==> src/rtl/stopwatch_pkg.sv <==
// Shared stopwatch definitions: per-channel state encoding and its width.
// Used by the control, counter and display blocks.
package stopwatch_pkg;

    localparam int STATE_W = 2;

    typedef enum logic [STATE_W-1:0] {
        ST_IDLE  = 2'd0,
        ST_RUN   = 2'd1,
        ST_PAUSE = 2'd2,
        ST_LAP   = 2'd3
    } sw_state_e;

endpackage

==> src/rtl/stopwatch_ch_fsm.sv <==
// One stopwatch channel: start/lap FSM, pause timeout counter and registered
// clear pulse.
module stopwatch_ch_fsm
    import stopwatch_pkg::*;
#(
    parameter int PAUSE_TIMEOUT = 1000
) (
    input  logic               clk,
    input  logic               rst_n,
    input  logic               start,
    input  logic               lap,
    input  logic               all_clear,
    output logic               count_en,
    output logic               freeze,
    output logic               clear,
    output logic [STATE_W-1:0] state_o
);

    sw_state_e state;
    sw_state_e state_nxt;
    logic      clear_nxt;
    logic      timeout;

    always_ff @(posedge clk or negedge rst_n) begin
        if (!rst_n) begin
            state <= ST_IDLE;
            clear <= 1'b0;
        end else begin
            state <= state_nxt;
            clear <= clear_nxt;
        end
    end

    // Start always wins over lap; all_clear overrides both.
    always_comb begin
        state_nxt = state;
        clear_nxt = 1'b0;
        if (all_clear) begin
            state_nxt = ST_IDLE;
            clear_nxt = 1'b1;
        end else begin
            case (state)
                ST_IDLE: begin
                    if (start)    state_nxt = ST_RUN;
                    else if (lap) clear_nxt = 1'b1;
                end
                ST_RUN: begin
                    if (start)    state_nxt = ST_PAUSE;
                    else if (lap) state_nxt = ST_LAP;
                end
                ST_PAUSE: begin
                    if (start) begin
                        state_nxt = ST_RUN;
                    end else if (lap || timeout) begin
                        state_nxt = ST_IDLE;
                        clear_nxt = 1'b1;
                    end
                end
                ST_LAP: begin
                    if (start)    state_nxt = ST_PAUSE;
                    else if (lap) state_nxt = ST_RUN;
                end
                default: begin
                    state_nxt = ST_IDLE;
                end
            endcase
        end
    end

    generate
        if (PAUSE_TIMEOUT > 0) begin : g_tmo
            localparam int CNT_W = $clog2(PAUSE_TIMEOUT + 1);
            localparam logic [CNT_W-1:0] LAST = CNT_W'(PAUSE_TIMEOUT - 1);

            logic [CNT_W-1:0] cnt;

            // Staying in PAUSE implies no pulse and no expiry this cycle.
            always_ff @(posedge clk or negedge rst_n) begin
                if (!rst_n)
                    cnt <= '0;
                else if (state == ST_PAUSE && state_nxt == ST_PAUSE)
                    cnt <= cnt + 1'b1;
                else
                    cnt <= '0;
            end

            assign timeout = (state == ST_PAUSE) && (cnt == LAST);
        end else begin : g_no_tmo
            assign timeout = 1'b0;
        end
    endgenerate

    assign count_en = (state == ST_RUN) || (state == ST_LAP);
    assign freeze   = (state == ST_LAP);
    assign state_o  = state;

endmodule

==> src/rtl/stopwatch_ctrl.sv <==
// Multi-channel stopwatch controller: NUM_CH independent channel FSMs sharing
// a global synchronous clear.
module stopwatch_ctrl
    import stopwatch_pkg::*;
#(
    parameter int NUM_CH        = 2,
    parameter int PAUSE_TIMEOUT = 1000
) (
    input  logic                      clk,
    input  logic                      rst_n,
    input  logic [NUM_CH-1:0]         start_pulse,
    input  logic [NUM_CH-1:0]         lap_pulse,
    input  logic                      all_clear,
    output logic [NUM_CH-1:0]         count_en,
    output logic [NUM_CH-1:0]         freeze,
    output logic [NUM_CH-1:0]         clear,
    output logic [STATE_W*NUM_CH-1:0] state_o
);

    genvar i;
    generate
        for (i = 0; i < NUM_CH; i++) begin : g_ch
            stopwatch_ch_fsm #(
                .PAUSE_TIMEOUT(PAUSE_TIMEOUT)
            ) u_ch (
                .clk      (clk),
                .rst_n    (rst_n),
                .start    (start_pulse[i]),
                .lap      (lap_pulse[i]),
                .all_clear(all_clear),
                .count_en (count_en[i]),
                .freeze   (freeze[i]),
                .clear    (clear[i]),
                .state_o  (state_o[STATE_W*i +: STATE_W])
            );
        end
    endgenerate

endmodule
==> config.mk <==
export PLATFORM = sky130hd
export DESIGN_NAME = stopwatch_ctrl
export DESIGN_NICKNAME = d
export VERILOG_FILES = /design/src/rtl/stopwatch_pkg.sv /design/src/rtl/stopwatch_ch_fsm.sv /design/src/rtl/stopwatch_ctrl.sv
export SDC_FILE = /design/constraint.sdc
export NUM_CORES = 1
export LEC_CHECK = 0
export CORE_UTILIZATION = 58
export DETAILED_ROUTE_END_ITERATION = 10
export PLACE_DENSITY = 0.88
export SYNTH_ARGS = -nofsm -noshare
export SYNTH_HDL_FRONTEND = slang
export SYNTH_SLANG_ARGS = --single-unit
==> constraint.sdc <==
create_clock -name clk -period 2.7 [get_ports clk]
set_clock_uncertainty 0.1 [all_clocks]
set_input_delay 0.405 -clock clk [delete_from_list [all_inputs] [get_ports clk]]
set_output_delay 0.405 -clock clk [all_outputs]
set_load 0.02 [all_outputs]
# --- Word level (Yosys, flattened, before mapping) ---
# Index checks and enable logic that the tools add are counted.
# W data, S select, Z words.
totals:
  out_inout_bits: 10
  inputBits: 7
  register_bits: 26
classes:
  n_eq_ne: 10
  reduce_logical: 10
  addsub: 2
  n_mux: 32
ops:
  columns: ["operator", "count"]
  rows:
  - ["$mux W2", 16]
  - ["$add A10 B1 Y10 const B", 2]
  - ["$eq A10 B10 Y1 const B", 2]
  - ["$mux W10", 2]
  - ["$pmux W2 S4", 2]
  - ["$eq A2 B2 Y1 const B", 6]
  - ["$mux W1", 10]
  - ["$eq A2 B1 Y1 const B", 2]
  - ["$logic_and A1 B1 Y1", 4]
  - ["$logic_not A2 Y1", 2]
  - ["$logic_or A1 B1 Y1", 4]
  - ["$pmux W1 S2", 2]

# --- Logic depth before layout (Yosys ltp) ---
depth:
  word_depth: 10
  ltp_mapped: 6

# --- Modules after synthesis ---
# Synthesis repeated with hierarchy kept, for this count alone.
unflattened:
  cells_unflattened: 126
  area_unflattened_um2: 1341.3
by_module_without_submodules:
  columns: ["mod", "n_inst", "seq_area_each_um2", "cells_per_inst", "area_each_um2"]
  rows:
  - ["stopwatch_ch_fsm", 2, 325.3, 63, 670.6]

# --- Worst setup path after synthesis ---
# No wires, ideal clock.
synth_path:
  path_type: "register to register"
  from: "register g_ch[0].u_ch.g_tmo.cnt[0]"
  to: "register g_ch[0].u_ch.g_tmo.cnt[4]"
  period_less_slack_ns: 1.709
  stages_incl_launch_ff: 7
  t_arrival_ns: 1.541
  slack_ns: 0.991
  setup_time_ns: 0.069
  required_ns: 2.531
  path_buffers: 1
  path_cell_list: "dfrtp_1 -> ha_1 -> and4bb_2 -> and4bb_2 -> or2_1 -> buf_6 -> nor2_2"
synth_between:
  elab_chain_cells: 10
  elab_cells_between_ends: 11
  classes_between: "1 x add/sub; 2 x eq/ne; 5 x mux; 3 x reduce/logical"
synth_lines:
  columns: ["element", "line", "text"]
  rows:
  - ["from (decl)", "stopwatch_ch_fsm.sv:75", "logic [CNT_W-1:0] cnt;"]
  - ["from (signal assigned)", "stopwatch_ch_fsm.sv:82", "cnt <= cnt + 1'b1;"]
  - ["$eq A10 B10 Y1", "stopwatch_ch_fsm.sv:87", "assign timeout = (state == ST_PAUSE) && (cnt == LAST);"]
  - ["$logic_and A1 B1 Y1", "stopwatch_ch_fsm.sv:87", null]
  - ["$logic_or A1 B1 Y1", "stopwatch_ch_fsm.sv:54", "end else if (lap || timeout) begin"]
  - ["$mux W2", "stopwatch_ch_fsm.sv:54", null]
  - ["$mux W2", "stopwatch_ch_fsm.sv:52", "if (start) begin"]
  - ["$pmux W2 S4", "stopwatch_ch_fsm.sv:42", "case (state)"]
  - ["$mux W2", "stopwatch_ch_fsm.sv:38", "if (all_clear) begin"]
  - ["$eq A2 B2 Y1", "stopwatch_ch_fsm.sv:81", "else if (state == ST_PAUSE && state_nxt == ST_PAUSE)"]
  - ["$logic_and A1 B1 Y1", "stopwatch_ch_fsm.sv:81", null]
  - ["$mux W10 *", "stopwatch_ch_fsm.sv:81", null]
# Mark *: on every way between the ends. The rest lies on a longest branch, timed or not.

# --- Worst setup path in the final report ---
layout_path:
  from: "register g_ch[1].u_ch.state[0]"
  to: "output freeze[1]"
layout_between:
  elab_chain_cells: 1
layout_lines:
  columns: ["element", "line", "text"]
  rows:
  - ["from (decl)", "stopwatch_ch_fsm.sv:19", "sw_state_e state;"]
  - ["from (signal assigned)", "stopwatch_ch_fsm.sv:29", "state <= state_nxt;"]
  - ["$eq A2 B2 Y1", "stopwatch_ch_fsm.sv:94", "assign freeze = (state == ST_LAP);"]
  - ["to (decl)", "stopwatch_ctrl.sv:15", "output logic [NUM_CH-1:0] freeze,"]
# Every way passes these cells.

==> flow_summary.json <==
{
  "maxSlewHeadroom": 0.651,
  "cts_buffers": 3,
  "synth_area_leaders": "dfrtp_1, nor2_1, xnor2_1",
  "finalSetupViolCount": 0,
  "min_period_ns": 2.14,
  "startpoint_type": "flop",
  "cts.sinks": 26,
  "final_cell_mix": "dfrtp_1, nor2_1, clkdlybuf4s50_1",
  "grt_pass1_vias": 1055,
  "finalSetupTns_ns": 0,
  "fin_area_um2": 1530,
  "grt_pass1_wl_mm": 4.43,
  "rsz0062_at_grt": "no",
  "htree_levels": 1,
  "seq_area_frac_synth": 0.474,
  "worstSetupEndpointType": "output port",
  "routed_wirelength_mm": 2.59,
  "synth_edf_count": 0,
  "synth_top_area_share": 0.474,
  "io_pins": 17,
  "postCtsSetupRepairBufs": 0,
  "ant_nets": 0,
  "syn_nets": 150,
  "core_area_um2": 2210,
  "gr-usage-met3": 0.0364,
  "dp_hpwl_mm": 2.00,
  "synth-seq-cells": 26,
  "clkTransAtPathRegs_ns": 0.13,
  "busiest_layer": "met2",
  "synthArstFlopShare": 1.00,
  "syn_area_um2": 1370,
  "gp_congestion": 0.820,
  "grt_remaining_overflow": 0,
  "slew_viol_final": 0,
  "drt-initial-drc-count": 21,
  "holdWs_ns": 0.333,
  "postCtsHoldBufs": 0,
  "die_area_um2": 2560,
  "die_x_um": 50.6,
  "tightest_slew_ns": 0.523,
  "grt_util_met1": 0.264,
  "cts_resized": 0,
  "wl_per_cell_um": 14.4,
  "viasPerCell": 5.78,
  "syn_inst": 141,
  "mostFrequentLayoutCell": "dfrtp_1",
  "start_util": 0.620,
  "min_period_over_period": 0.791,
  "synthFlopType": "dfrtp_1",
  "finalNetCount": 163,
  "port-buffer-count": 16,
  "worstPathRequired_ns": 2.19,
  "fmax_mhz": 468,
  "synth_cell_types": 35,
  "status": "completed",
  "place_area_um2": 1510,
  "maxCapViolations": 0,
  "track_usage": 0.236,
  "vias": 1041,
  "antenna_found_initial": 0,
  "crit_fanout": 8,
  "drt_pass1_iterations": 4,
  "use_met2": 0.418,
  "worstPathArrival_ns": 1.63,
  "cts_root_buf": "clkbuf_4",
  "yosys_warnings": 0,
  "die_height_um": 50.6,
  "syn_avg_cell_area_um2": 9.73,
  "utilization": 0.692,
  "grt_max_degree": 27,
  "p_leak_nw": 0.606,
  "clk_latency_ns": 0.31,
  "hold_viol_final": 0,
  "power_density_nw_per_um2": 418,
  "ir_drop_mv": 0.280,
  "critPathKind": "flop to output port",
  "synth_area_leader_cell": "dfrtp_1",
  "hold_path_class": "input pin to asynchronous set/reset pin",
  "area_growth_pct": 11.5,
  "rows": 17,
  "drc": 0,
  "antenna_cells": 0,
  "drive_above_1_share": 0.0921,
  "cts_tree": "yes",
  "clock_path_buffers": 2
}
[synthesized netlist by cell type, types with 2 or more instances]
master    number
a21oi_1        7
and2_1         2
and4bb_2       3
buf_4          6
buf_6          2
clkbuf_1       2
dfrtp_1       26
ha_1           2
inv_1          8
nand2_1        5
nand2b_1       2
nand3_1        9
nand4_1        6
nor2_1        20
nor2_2         4
nor3_1         2
o21ai_0        3
o41ai_1        2
xnor2_1        8
xor2_1         7
[worst max-delay path, stage by stage (launching register included)]
cell and delay, ns:
dfrtp_1 0.49, and2_1 0.19, clkdlybuf4s50_1 0.64
[logic make-up after synthesis]
logic type	share of synthesized area
AND/OR/NAND/NOR	0.258
flip-flops	0.474
buffers and inverters	0.0766
AO/OA/AOI/OAI	0.0775
XOR/XNOR	0.0957
adder cells (fa/ha/maj)	0.0182
[layout make-up]
class                           count  area [um^2]
Timing Repair Buffer               18          175
Clock buffer                        3         22.5
Fill cell                         179          682
Sequential cell                    26          651
Inverter                            8         30.0
Tap cell                           28         35.0
Multi-Input combinational cell     97          617
[path summary, 6_finish.rpt]
kind                                           startpoint                         to  slack, ns  cells past startpoint
worst max-delay path              g_ch[1].u_ch.state_o[0]                  freeze[1]       0.56                      2
worst max register to register  g_ch[0].u_ch.g_tmo.cnt[0]  g_ch[0].u_ch.g_tmo.cnt[4]       0.81                      5
worst min register to register  g_ch[1].u_ch.g_tmo.cnt[0]  g_ch[1].u_ch.g_tmo.cnt[0]       0.39                      1
worst min-delay path                                rst_n    g_ch[1].u_ch.state_o[0]       0.33                      2
max in group asynchronous                           rst_n  g_ch[0].u_ch.g_tmo.cnt[8]       1.91                      2
min in group clk                g_ch[1].u_ch.g_tmo.cnt[0]  g_ch[1].u_ch.g_tmo.cnt[0]       0.39                      1
[through the flow]
stage	setup slack [ns]	total power (W)	std cells
2_1_floorplan	0.991	0.000458	141
3_3_place_gp	0.577	0.000491	177
3_5_place_dp	0.520	0.000494	177
4_1_cts	0.563	0.000648	180
5_1_grt	0.510	0.000668	180
6_report	0.564	0.000640	180
[per-layer routing]
| layer | share of wire | vias to the layer above |
|---|---|---|
| met5 | 0 | - |
| met3 | 0.036 | 10 |
| met2 | 0.52 | 34 |
| met4 | 0.039 | 0 |
| met1 | 0.41 | 499 |
| li1 | - | 498 |
[registers in the layout (all words and copies together), names as in the netlist]
register             count
g_ch.u_ch.state_o        4
g_ch.u_ch.g_tmo.cnt     20
g_ch.u_ch.clear          2
[power by group]
part           switching [W]  internal (W)  total [W]
Combinational      0.0000413     0.0000385  0.0000798
Sequential        0.00000929      0.000397   0.000406
Clock               0.000102     0.0000521   0.000154
Total               0.000153      0.000487   0.000640
No activity file was read; power rests on OpenSTA's default activity.
==> variant, RTL diff (same settings) <==
`NUM_CH`: 2 -> 4.
--- a/src/rtl/stopwatch_ctrl.sv
+++ b/src/rtl/stopwatch_ctrl.sv
@@ -4,5 +4,5 @@
     import stopwatch_pkg::*;
 #(
-    parameter int NUM_CH        = 2,
+    parameter int NUM_CH        = 4,
     parameter int PAUSE_TIMEOUT = 1000
 ) (
Ports: changed (6 resized); port bits go from 17 to 31. No check against the original RTL was run, so the function may have changed too.
==> variant against the unedited design <==
- cell area rose by 92%
- count of clock-buffer cells in the layout rose by 3
- clock power rose to 2.9 times the old value
- worst hold slack improved by 0.029 ns
- total power rose by 120%
- wire length rose by 73%
- sequential cell count rose by 26
- synthesized area rose by 88%
- worst setup slack improved by 0.071 ns
- first-iteration DRC count rose to 9.1 times the old value
- critical path type unchanged
- critical endpoint is now freeze[0]
- largest power group unchanged
==> variant: results (changes against the unedited design) <==
{| class="wikitable"
! Metric !! Value
|-
| Critical register-to-register path startpoint || g_ch[2].u_ch.g_tmo.cnt[0]
|-
| Hold Buf Count CTS || 1 (+1)
|-
| Average wire length per cell after detail routing || 13.15 um (-8.6%)
|-
| Power share of the combinational group || 0.110 (-0.015)
|-
| Worst flop-to-flop path endpoint || g_ch[2].u_ch.g_tmo.cnt[3]
|-
| Proportion of power drawn by the clock network || 0.315 (+0.074)
|-
| # nets final || 304 (+87%)
|-
| Largest register FFs || 40 (+100%)
|-
| Sequential cell area in the final layout || 1301 sq um (+100%)
|-
| IR drop worst, VDD || 0.2353 mV (-16%)
|-
| Design internal power || 1.073 mW (+120%)
|-
| Top cells by area in the synthesized netlist || sky130_fd_sc_hd__dfrtp_1, sky130_fd_sc_hd__xnor2_1, sky130_fd_sc_hd__nor2_1, sky130_fd_sc_hd__xor2_1, sky130_fd_sc_hd__buf_4
|-
| Number of library cell types mapped by synthesis || 30 (-14%)
|-
| Maximum number of pins on one net before global-route repair || 24 (-11%)
|-
| Non-filler cells in the finished layout || 340 (+89%)
|-
| Ratio of cells with drive above 1 in the final layout || 0.06207 (-0.03004)
|-
| Final hold slack || 0.3629 ns (+0.02937 ns)
|-
| Post-synth net total || 283 (+89%)
|-
| Post-DR vias/cell || 5.350 (-7.5%)
|-
| Buffers, non-clock || 34 (+16)
|-
| Layout clock buffer count || 6 (+3)
|-
| Number of H-tree levels || 2 (+1)
|-
| Arrival time reported for the critical path endpoint || 1.56 ns (-0.07 ns)
|-
| Horizontal extent of the die || 68.70 um (+36%)
|-
| Dpl ws || 0.5939 ns (+0.07377 ns)
|-
| Clk cell area share || 0.03153 (+0.01681)
|-
| Crit path launch || g_ch[0].u_ch.state_o[0]
|-
| Number of standard cells after synthesis || 268 (+90%)
|-
| Comb group || 0.155 mW (+94%)
|-
| Non-clock inverter count || 6 (-2)
|-
| Sum of net half-perimeters after detailed placement || 3207 um (+60%)
|-
| Library cell used as clock root buffer || sky130_fd_sc_hd__clkbuf_8
|-
| Reported leakage power || 1.195 nW (+97%)
|-
| Seq cells || 52 (+100%)
|-
| Final Cell Area || 2937 sq um (+92%)
|-
| Clock transition at path regs || 0.09 ns (-0.04 ns)
|-
| Overall track demand over capacity in global routing || 0.2218 (-0.01427)
|-
| Min Clock Period, post-route || 2.065 ns (-0.07074 ns)
|-
| Result of the run || finished clean
|-
| Portion of the post-synthesis area used by sequential elements || 0.5044 (+0.03034)
|-
| Signal buf overhead || 0.1116 (-0.002841)
|-
| Wire length of the first global-routing pass || 7555 um (+71%)
|-
| Actual slew at the worst max-slew pin || 0.5514 ns (+0.02843 ns)
|-
| Starting DRC count in detailed routing || 191 (+810%)
|-
| Endpoint of the worst setup timing path || freeze[0]
|-
| Maximum fanout encountered on the critical timing path || 7 (-1)
|-
| Multi-input logic portion of the cell area || 0.3847 (-0.01836)
|}
==> variant: changes by cell type in the layout (fill, tap and decap cells not counted), sizes merged, moves of 6 or more <==
cell / before / now
xor2: 7 / 13
xnor2: 8 / 26
dfrtp: 26 / 52
nand2: 5 / 16
nor2: 25 / 56
clkdlybuf4s50: 16 / 29
nor3: 2 / 12
==> variant: routing by layer <==
metal | wire, um | track usage | vias up | part of all wire
met5 | 0 | 0 | - | 0
met4 | 39 | 0.08163 | 0 | 0.0087
li1 | - | - | 905 | -
met3 | 200 | 0.07401 | 4 | 0.045
met1 | 2070 | 0.2734 | 868 | 0.46
met2 | 2160 | 0.3615 | 42 | 0.48
==> variant: logic make-up (layout without fill, tap and decap cells) <==
kind of cell / after synthesis / count (layout) / share of synthesized area
AOI/OAI and AO/OA: 12 / 12 / 0.03055
xor gates and xnor gates: 39 / 39 / 0.1324
adders and majority gates: 4 / 4 / 0.01940
buffers and inverters: 26 / 48 / 0.05771
DFF: 52 / 52 / 0.5044
and+or+nand+nor: 135 / 135 / 0.2556
